`src/rtl/i2s_adc_rx.sv`:
```
// -----------------------------------------------------------------------------
// i2s_adc_rx
//
// Captures the codec's I2S ADC stream (BCLK / ADCLRCK / ADCDAT) in the system
// clock domain, deserialises left and right words, pairs them into stereo
// frames and buffers them in a small first-word-fall-through FIFO. The FIFO
// head is presented on a valid/ready stream.
//
// Ports:
//   clk_clk         system clock (at least 4x BCLK)
//   reset_reset     synchronous, active-high reset
//   enable          capture enable; 0 holds the framer in SYNC, FIFO still drains
//   aud_bclk        codec bit clock (asynchronous)
//   aud_adclrck     codec LR clock: 0 = left slot, 1 = right slot (asynchronous)
//   aud_adcdat      codec serial data, MSB first (asynchronous)
//   left_data       FIFO head, left sample (0 when valid = 0)
//   right_data      FIFO head, right sample (0 when valid = 0)
//   valid           FIFO head holds a frame
//   ready           consumer accepts the head
//   fill_level      frames currently stored
//   overflow        sticky: a frame was dropped because the FIFO was full
//   clear_overflow  clears overflow (a same-cycle drop keeps it set)
//   frame_err       one-cycle pulse when a word is cut short by an LR edge
//
// Handshake: a frame transfers on every clk_clk rising edge where
// valid & ready are both 1. valid never drops while a frame is waiting, and the
// head data is stable until it has been accepted.
//
// Pipeline (BCLK rise to FIFO write): sync stage 1, sync stage 2 / edge detect,
// sample register, bit/word logic + frame register, FIFO write. With an empty
// FIFO, valid rises 4 clk_clk cycles after stage 1 captures the BCLK high that
// carries the right-channel LSB.
// -----------------------------------------------------------------------------
module i2s_adc_rx #(
    parameter int DATA_WIDTH = 24,
    parameter int SLOT_WIDTH = 32,
    parameter int FIFO_DEPTH = 4
) (
    input  logic                                  clk_clk,
    input  logic                                  reset_reset,
    input  logic                                  enable,
    input  logic                                  aud_bclk,
    input  logic                                  aud_adclrck,
    input  logic                                  aud_adcdat,
    output logic [DATA_WIDTH-1:0]                 left_data,
    output logic [DATA_WIDTH-1:0]                 right_data,
    output logic                                  valid,
    input  logic                                  ready,
    output logic [$clog2(FIFO_DEPTH+1)-1:0]       fill_level,
    output logic                                  overflow,
    input  logic                                  clear_overflow,
    output logic                                  frame_err
);

    localparam int CW = $clog2(DATA_WIDTH + 2);
    localparam int AW = (FIFO_DEPTH > 1) ? $clog2(FIFO_DEPTH) : 1;
    localparam int LW = $clog2(FIFO_DEPTH + 1);
    localparam int FW = 2 * DATA_WIDTH;

    localparam logic [CW-1:0] CNT_LAST = CW'(DATA_WIDTH - 1);
    localparam logic [CW-1:0] CNT_FULL = CW'(DATA_WIDTH);
    localparam logic [CW-1:0] CNT_SAT  = CW'(DATA_WIDTH + 1);
    localparam logic [LW-1:0] LVL_FULL = LW'(FIFO_DEPTH);

    // Elaboration-time parameter sanity checks.
    if (SLOT_WIDTH < DATA_WIDTH + 1) begin : g_bad_slot
        $error("i2s_adc_rx: SLOT_WIDTH must be at least DATA_WIDTH+1");
    end
    if ((FIFO_DEPTH < 2) || ((FIFO_DEPTH & (FIFO_DEPTH - 1)) != 0)) begin : g_bad_depth
        $error("i2s_adc_rx: FIFO_DEPTH must be a power of two, at least 2");
    end

    typedef enum logic [1:0] {
        SYNC  = 2'd0,
        LEFT  = 2'd1,
        RIGHT = 2'd2
    } state_t;

    // -------------------------------------------------------------------------
    // Input synchronisers. bclk gets a third stage so a rise can be seen as
    // s2 & ~s3; lrck/dat stage 2 lines up with bclk stage 2.
    // -------------------------------------------------------------------------
    logic bclk_s1, bclk_s2, bclk_s3;
    logic lrck_s1, lrck_s2;
    logic dat_s1,  dat_s2;
    logic rise;

    always_ff @(posedge clk_clk) begin
        if (reset_reset) begin
            bclk_s1 <= 1'b0;
            bclk_s2 <= 1'b0;
            bclk_s3 <= 1'b0;
            lrck_s1 <= 1'b0;
            lrck_s2 <= 1'b0;
            dat_s1  <= 1'b0;
            dat_s2  <= 1'b0;
        end else begin
            bclk_s1 <= aud_bclk;
            bclk_s2 <= bclk_s1;
            bclk_s3 <= bclk_s2;
            lrck_s1 <= aud_adclrck;
            lrck_s2 <= lrck_s1;
            dat_s1  <= aud_adcdat;
            dat_s2  <= dat_s1;
        end
    end

    assign rise = bclk_s2 & ~bclk_s3;

    // Sample register: lrck and dat captured together on each BCLK rise.
    logic smp_valid, smp_lrck, smp_dat;

    always_ff @(posedge clk_clk) begin
        if (reset_reset) begin
            smp_valid <= 1'b0;
            smp_lrck  <= 1'b0;
            smp_dat   <= 1'b0;
        end else begin
            smp_valid <= rise;
            smp_lrck  <= lrck_s2;
            smp_dat   <= dat_s2;
        end
    end

    // -------------------------------------------------------------------------
    // Bit counter and shift register.
    // cnt = 0 on the boundary rise (I2S one-bit delay, data ignored), then
    // counts up and saturates at DATA_WIDTH+1 so trailing slot bits are ignored.
    // sh holds the upper DATA_WIDTH-1 bits; the incoming bit completes the word.
    // -------------------------------------------------------------------------
    logic                  prev_lrck;
    logic [CW-1:0]         cnt;
    logic [DATA_WIDTH-2:0] sh;
    logic [DATA_WIDTH-1:0] word;
    logic                  boundary;
    logic                  shifting;
    logic                  word_done;
    logic                  short_word;

    always_comb begin
        boundary   = smp_valid && (smp_lrck != prev_lrck);
        shifting   = smp_valid && !boundary && (cnt < CNT_FULL);
        word       = {sh, smp_dat};
        word_done  = shifting && (cnt == CNT_LAST);
        // An LR edge before the previous slot's word completed.
        short_word = boundary && (cnt < CNT_FULL);
    end

    always_ff @(posedge clk_clk) begin
        if (reset_reset) begin
            prev_lrck <= 1'b0;
            cnt       <= '0;
            sh        <= '0;
        end else if (smp_valid) begin
            prev_lrck <= smp_lrck;
            if (boundary) begin
                cnt <= '0;
                sh  <= '0;
            end else begin
                if (cnt != CNT_SAT) begin
                    cnt <= cnt + CW'(1);
                end
                if (shifting) begin
                    sh <= word[DATA_WIDTH-2:0];
                end
            end
        end
    end

    // -------------------------------------------------------------------------
    // Framing FSM.
    // -------------------------------------------------------------------------
    state_t                state, state_next;
    logic                  hold_left;
    logic                  push_next;
    logic                  err_next;
    logic [DATA_WIDTH-1:0] left_hold;
    logic                  push_req;
    logic [FW-1:0]         push_frame;

    always_comb begin
        state_next = state;
        hold_left  = 1'b0;
        push_next  = 1'b0;
        err_next   = 1'b0;
        if (!enable) begin
            state_next = SYNC;
        end else begin
            unique case (state)
                SYNC: begin
                    if (boundary && !smp_lrck) begin
                        state_next = LEFT;
                    end
                end
                LEFT: begin
                    hold_left = word_done;
                    if (boundary) begin
                        if (short_word) begin
                            err_next   = 1'b1;
                            state_next = smp_lrck ? SYNC : LEFT;
                        end else begin
                            state_next = smp_lrck ? RIGHT : LEFT;
                        end
                    end
                end
                RIGHT: begin
                    push_next = word_done;
                    if (boundary) begin
                        // A short right word drops the frame; the same edge
                        // starts a new left slot when lrck went to 0.
                        if (short_word) begin
                            err_next = 1'b1;
                        end
                        state_next = smp_lrck ? SYNC : LEFT;
                    end
                end
                default: state_next = SYNC;
            endcase
        end
    end

    always_ff @(posedge clk_clk) begin
        if (reset_reset) begin
            state      <= SYNC;
            left_hold  <= '0;
            push_req   <= 1'b0;
            push_frame <= '0;
            frame_err  <= 1'b0;
        end else begin
            state     <= state_next;
            push_req  <= push_next;
            frame_err <= err_next;
            if (hold_left) begin
                left_hold <= word;
            end
            if (push_next) begin
                push_frame <= {left_hold, word};
            end
        end
    end

    // -------------------------------------------------------------------------
    // Frame FIFO (first-word-fall-through). A push into a full FIFO is accepted
    // when the head is popped in the same cycle; otherwise it is dropped.
    // -------------------------------------------------------------------------
    logic [FW-1:0] mem [FIFO_DEPTH];
    logic [AW-1:0] wr_ptr, rd_ptr;
    logic [LW-1:0] count, count_next;
    logic          pop, full, push_ok, drop;

    always_comb begin
        pop     = valid && ready;
        full    = (count == LVL_FULL);
        push_ok = push_req && (!full || pop);
        drop    = push_req && full && !pop;
        unique case ({push_ok, pop})
            2'b10:   count_next = count + LW'(1);
            2'b01:   count_next = count - LW'(1);
            default: count_next = count;
        endcase
    end

    always_ff @(posedge clk_clk) begin
        if (push_ok) begin
            mem[wr_ptr] <= push_frame;
        end
    end

    always_ff @(posedge clk_clk) begin
        if (reset_reset) begin
            wr_ptr   <= '0;
            rd_ptr   <= '0;
            count    <= '0;
            valid    <= 1'b0;
            overflow <= 1'b0;
        end else begin
            if (push_ok) begin
                wr_ptr <= wr_ptr + AW'(1);
            end
            if (pop) begin
                rd_ptr <= rd_ptr + AW'(1);
            end
            count <= count_next;
            valid <= (count_next != '0);
            if (drop) begin
                overflow <= 1'b1;
            end else if (clear_overflow) begin
                overflow <= 1'b0;
            end
        end
    end

    assign fill_level = count;
    assign left_data  = valid ? mem[rd_ptr][FW-1:DATA_WIDTH] : '0;
    assign right_data = valid ? mem[rd_ptr][DATA_WIDTH-1:0]  : '0;

endmodule

```
`config.mk`:
```
export PLATFORM = sky130hd
export DESIGN_NAME = i2s_adc_rx
export DESIGN_NICKNAME = d
export VERILOG_FILES = /design/src/rtl/i2s_adc_rx.sv
export SDC_FILE = /design/constraint.sdc
export NUM_CORES = 1
export LEC_CHECK = 0
export ABC_AREA = 1
export CAP_MARGIN = 30
export CORE_ASPECT_RATIO = 0.8
export CORE_MARGIN = 2
export CORE_UTILIZATION = 42
export DETAILED_ROUTE_END_ITERATION = 10
export PLACE_DENSITY_LB_ADDON = 0.05
export REMOVE_ABC_BUFFERS = 1
export SLEW_MARGIN = 40
export SYNTH_ARGS = -nofsm -noshare
export SYNTH_HDL_FRONTEND = slang
export SYNTH_SLANG_ARGS = --single-unit
```
`constraint.sdc`:
```
create_clock -name clk_clk -period 7.27 [get_ports clk_clk]
set_clock_uncertainty 0.05 [all_clocks]
set_input_delay 0.727 -clock clk_clk [delete_from_list [all_inputs] [get_ports clk_clk]]
set_output_delay 0.727 -clock clk_clk [all_outputs]
set_load 0.02 [all_outputs]
```
==> flow_summary.toml, run 1 <==
[status]
status = "finished, final reports clean"

[layout]
area_growth_pct = 16.5
nets = 1236
finish.utilization = 0.497
antenna_cells = 0
drive_gt1_frac = 0.0644
final-instance-count-excl-fill = 1612
fin_area_sq_um = 14000
fill_cells = 2608

[grt]
grt_pass1_vias = 7784
antenna_found_initial = 0
overflow = 0
grt_max_degree = 82
grt_pass1_wl_mm = 42.3
grt_use_total = 0.177

[timing]
fin_crit_sh = 0.596
slew_headroom = 0.451
tightest_slew_ns = 0.824
finalSetupTns_ns = 0
fin_crit_ns = 4.33
maxSlewViolCount = 0
rsz0062_at_grt = "false"
setup_viol = 0
fmax_ghz = 0.231
final_hold_viol_count = 0
holdWs_ns = 0.337

[pwr]
power_switching_uw = 1020
p_per_area_nw_per_um2 = 291
p_clk_frac = 0.408
seqPwrFrac = 0.471
p_comb_frac = 0.121
ir_drop_uv = 197
switching_share = 0.250
internal_power_uw = 3060
leakage_uw = 0.00521

[place]
port_buffers = 61
dp_cells = 1551
hpwlAfterDp_mm = 13.8
finalWeightedCongestion = 0.762
postPlaceCellArea_sq_um = 13000

[worst_setup_path]
critical_path_class = "reg2out"
cp_slowest_stage_delay_ns = 0.78
worst-path-max-fanout = 55
worst_ep_arrival_time_ns = 3.56
worstPathCellList = "clkinv_2, buf_4, o21ai_0, a21oi_1, clkdlybuf4s50_1"
cp_top_family = "buffers and inverters"
worstSetupStartpointType = "flop"
crit_buf_inv = 3
cp.required_ns = 6.49
slowest_stage = "clkinv_2"
cp-end-kind = "output port"

[clocking]
cts-resized-gates = 0
cts_tree = "done"
cts_max_level = 2
cts.reportedPaths.clkPinSlew_ns = 0.06
numCtsBuffers = 34
worstSkewPairLatency_ns = 0.50
post_cts_buffers = 0
cts_max_path_buffers = 3
cts-root-buf = "clkbuf_16"
ctsHoldBuffers = 0
clock_sinks = 318

[logic_synthesis]
synth_top_area_share = 0.479
synthTopCellsByCount = "366 x nor2_1, 192 x edfxtp_1, 162 x o21ai_0"
synth_edf_count = 192
yosys_warnings = 0
syn_area_per_cell_sq_um = 10.3
synth_ff_type = "edfxtp_1"
synthDistinctLibCells = 26
synth_seq_cells = 318
yosysTopAreaCell = "edfxtp_1"
synth_most_common_cell = "nor2_1"
syn_area_sq_um = 12000
yosys-top-cells-area = "edfxtp_1 48%, dfxtp_1 21%, nor2_1 11%"
netlist_instances = 1173
async_flop_share = 0
synth_seq_area_share = 0.688

[detailed_routing]
vias = 7933
viasPerCell = 4.92
dr.pass1.iters = 4
dr.first_iter.drc_count = 523
ant_nets = 0
avgRoutedWirePerCell_microns = 16.3
drc_errors = 0
totalWireLength_mm = 26.3

[floorplan]
dieWidth_microns = 193
row_count = 55
fp.coreArea_sq_um = 28200
die-height_microns = 155
initial_utilization = 0.427
ioPinCount = 62
dieArea_sq_um = 30000

[job]
maxCapViolations = 0

[min_path]
hp-class = "reg2reg"
## path summary, 6_finish.rpt
check	start	end	slack [ns]	depth (start not counted)
setup / recovery	flop	left_data[12]	2.94	5
hold / removal	bclk_s3	smp_valid	0.34	1
setup reg to reg	cnt[0]	left_hold[11]	4.92	7
hold reg to reg	bclk_s3	smp_valid	0.34	1
## flip-flops by register name, indices dropped and copies added (netlist names), 2 cells and up, named ones only
signal      cells
mem           192
push_frame     48
left_hold      24
sh             23
cnt             5
fill_level      3
rd_ptr          2
state           2
wr_ptr          2
## stage by stage
step	power, uW	worst slack (ns)
finish	4080	2.94
global route	4260	2.64
CTS	4140	2.86
detailed placement	2460	3.40
global placement	2460	3.44
floorplan	2260	3.19
## power groups by stage
stage | registers (uW) | clock network (uW) | logic (uW)
after floorplan | 1980 | 0 | 274
after global placement | 1960 | 0 | 499
after detailed placement | 1960 | 0 | 502
after CTS | 1920 | 1710 | 507
after global routing | 1930 | 1780 | 552
final | 1920 | 1660 | 494
## cells by family (layout without fill, tap and decap cells)
logic type,after synthesis,after routing,synth area share
AND/OR/NAND/NOR,475,475,0.153
flip-flops,318,318,0.688
AO/OA/AOI/OAI,254,254,0.106
buffers and inverters,113,182,0.0395
adder cells (fa/ha/maj),11,11,0.0121
XOR/XNOR,2,2,0.00145
## placed cells by master, fill, tap and decap left out, types with 13 or more instances in the layout
cell type	instances
inv_1	40
clkdlybuf4s50_1	61
nand2_1	85
clkbuf_16	35
nand3_1	13
nor2_1	362
buf_4	13
edfxtp_1	192
dfxtp_1	124
a21oi_1	80
o21ai_0	162
## final cells by class
type	count	area [sq um]	share of cell area
Tap cell	370	463	0.0330
Timing Repair Buffer	74	708	0.0505
Multi-Input combinational cell	742	3310	0.236
Clock inverter	19	170	0.0121
Sequential cell	318	8290	0.591
Clock buffer	42	902	0.0643
Inverter	47	180	0.0128
## layer usage
layer,GRT usage,part of all wire,up-vias
met5,0,0,-
met4,0.0498,0.016,0
met3,0.0295,0.035,34
met2,0.293,0.46,116
met1,0.242,0.49,3766
li1,-,-,4017
No activity file was read; power rests on OpenSTA's default activity.
==> run 2, diff against run 1 <==
==> constraint.sdc (replaced) <==
create_clock -name clk_clk -period 3.45 [get_ports clk_clk]
set_clock_uncertainty 0.05 [all_clocks]
set_input_delay 0.345 -clock clk_clk [delete_from_list [all_inputs] [get_ports clk_clk]]
set_output_delay 0.345 -clock clk_clk [all_outputs]
set_load 0.02 [all_outputs]
==> run 2 against run 1 <==
Against the previous run:
- clock-buffer cell count up 8
- non-clock buffer count is 7 higher
- largest power group unchanged
- critical path depth unchanged
- register-to-register slack got worse by 3.6 ns
- critical endpoint unchanged
- worst hold slack worse by 0.026 ns
==> flow_summary.toml, run 2 (synthesized netlist as in run 1, its figures left out) <==
[clocking]
numCtsBuffers = 34
clock_sinks = 318
cts_tree = "done"
cts-resized-gates = 0
cts-root-buf = "clkbuf_16"
cts_max_path_buffers = 3
cts_max_level = 2
worstSkewPairLatency_ns = 0.50
post_cts_buffers = 0
cts.reportedPaths.clkPinSlew_ns = 0.06
ctsHoldBuffers = 0

[place]
postPlaceCellArea_sq_um = 13100
dp_slack_ns = 0.955
hpwlAfterDp_mm = 14.6
port_buffers = 61
finalWeightedCongestion = 0.712

[detailed_routing]
vias = 8125
dr.pass1.iters = 5
ant_nets = 0
avgRoutedWirePerCell_microns = 17.1
dr.first_iter.drc_count = 502
topRoutingLayerUsed = "met4"
wl_met3_mm = 1.12
met2WireLength_mm = 12.3
totalWireLength_mm = 27.6
wl_met1_mm = 13.8
viasPerCell = 5.02
drc_errors = 0

[worst_setup_path]
worst_ep_arrival_time_ns = 2.61
crit_buf_inv = 3
worstSetupStartpointType = "flop"
worstPathCellList = "inv_2, buf_4, o21ai_0, a21oi_1, clkdlybuf4s50_1"
cp_slowest_stage_delay_ns = 0.66
cp-end-kind = "output port"
cp.required_ns = 3.05
worst-path-max-fanout = 40
cp_top_family = "buffers and inverters"
slowest_stage = "clkdlybuf4s50_1"
critical_path_class = "reg2out"

[timing]
maxSlewViolCount = 0
final_hold_viol_count = 0
rsz0062_at_grt = "false"
fin_crit_sh = 0.872
holdWs_ns = 0.311
fin_crit_ns = 3.01
finalSetupTns_ns = 0
fin_ws_ns = 0.441
tightest_slew_ns = 0.594
setup_viol = 0
slew_headroom = 0.603
fmax_ghz = 0.332

[min_path]
hp-class = "in2reg"

[job]
maxCapViolations = 0

[grt]
overflow = 0
grt_use_total = 0.186
grt_pass1_vias = 7912
grt_max_degree = 97
grt_pass1_wl_mm = 44.3
antenna_found_initial = 0

[floorplan]
fp.coreArea_sq_um = 28200
ioPinCount = 62
die-height_microns = 155
initial_utilization = 0.427
dieWidth_microns = 193
dieArea_sq_um = 30000
row_count = 55

[pwr]
p_per_area_nw_per_um2 = 647
ir_drop_uv = 406
leakage_uw = 0.00466
total_power_uw = 9140

[layout]
reg_top3 = "mem x192, push_frame x48, left_hold x24"
largest-register = "mem"
area_growth_pct = 17.3
final_cell_mix = "362 x nor2_1, 192 x edfxtp_1, 162 x o21ai_0"
final_common_cell = "nor2_1"
nets = 1243
antenna_cells = 0
fill_cells = 2634
fin_area_sq_um = 14100
largest_reg_flops = 192
drive_gt1_frac = 0.0672

[status]
status = "finished, final reports clean"
==> run 2: cell count changes in the layout (fill, tap and decap cells not counted), sizes merged <==
cell	change
clkbuf	+8
buf	+7
clkinv	-4
bufinv	-3
clkinvlp	-1
inv	+1
==> run 2: area by class of cell <==
cell class,instances,area [sq um],area share
tap,370,463,0.0328
inverter,47,176,0.0125
clock buffer,50,975,0.0690
clock inverter,12,62.6,0.00443
sequential,318,8290,0.587
multi-input combinational,742,3310,0.234
timing repair buffer,81,848,0.0601
==> run 2: where the power goes <==
part	switching, uW	internal, uW	total, uW
sequential	22.4	4010	4030
clock	1430	1970	3400
combinational	1040	664	1710
==> run 2: worst reg2reg max path, stage by stage, from the launching register on <==
cell and delay (ns):
dfxtp_1 0.40, ha_1 0.21, nand3_1 0.08, nor2_1 0.19
nand3_2 0.12, inv_2 0.35, buf_4 0.43, nor2_1 0.10
nor2_1 0.12
==> run 2: final timing paths <==
check / start / endpoint / slack, ns / depth (start not counted)
setup reg to reg: cnt[0] / push_frame[40] / 1.33 / 8
setup / recovery: flop / left_data[12] / 0.44 / 5
hold / removal: aud_adcdat / dat_s1 / 0.31 / 3
hold reg to reg: bclk_s3 / smp_valid / 0.34 / 1
==> run 2: metal layers <==
| layer | vias up | GRT usage |
|---|---|---|
| li1 | 4038 | - |
| met1 | 3890 | 0.269 |
| met2 | 156 | 0.297 |
| met3 | 41 | 0.0280 |
| met4 | 0 | 0.0440 |
| met5 | - | 0 |
==> run 2: stage by stage <==
step / instances / utilization
global route: 1620 / 0.501
detailed placement: 1558 / 0.464
floorplan: 1107 / -
CTS: 1620 / 0.501
global placement: 1558 / 0.464
finish: 1620 / 0.501
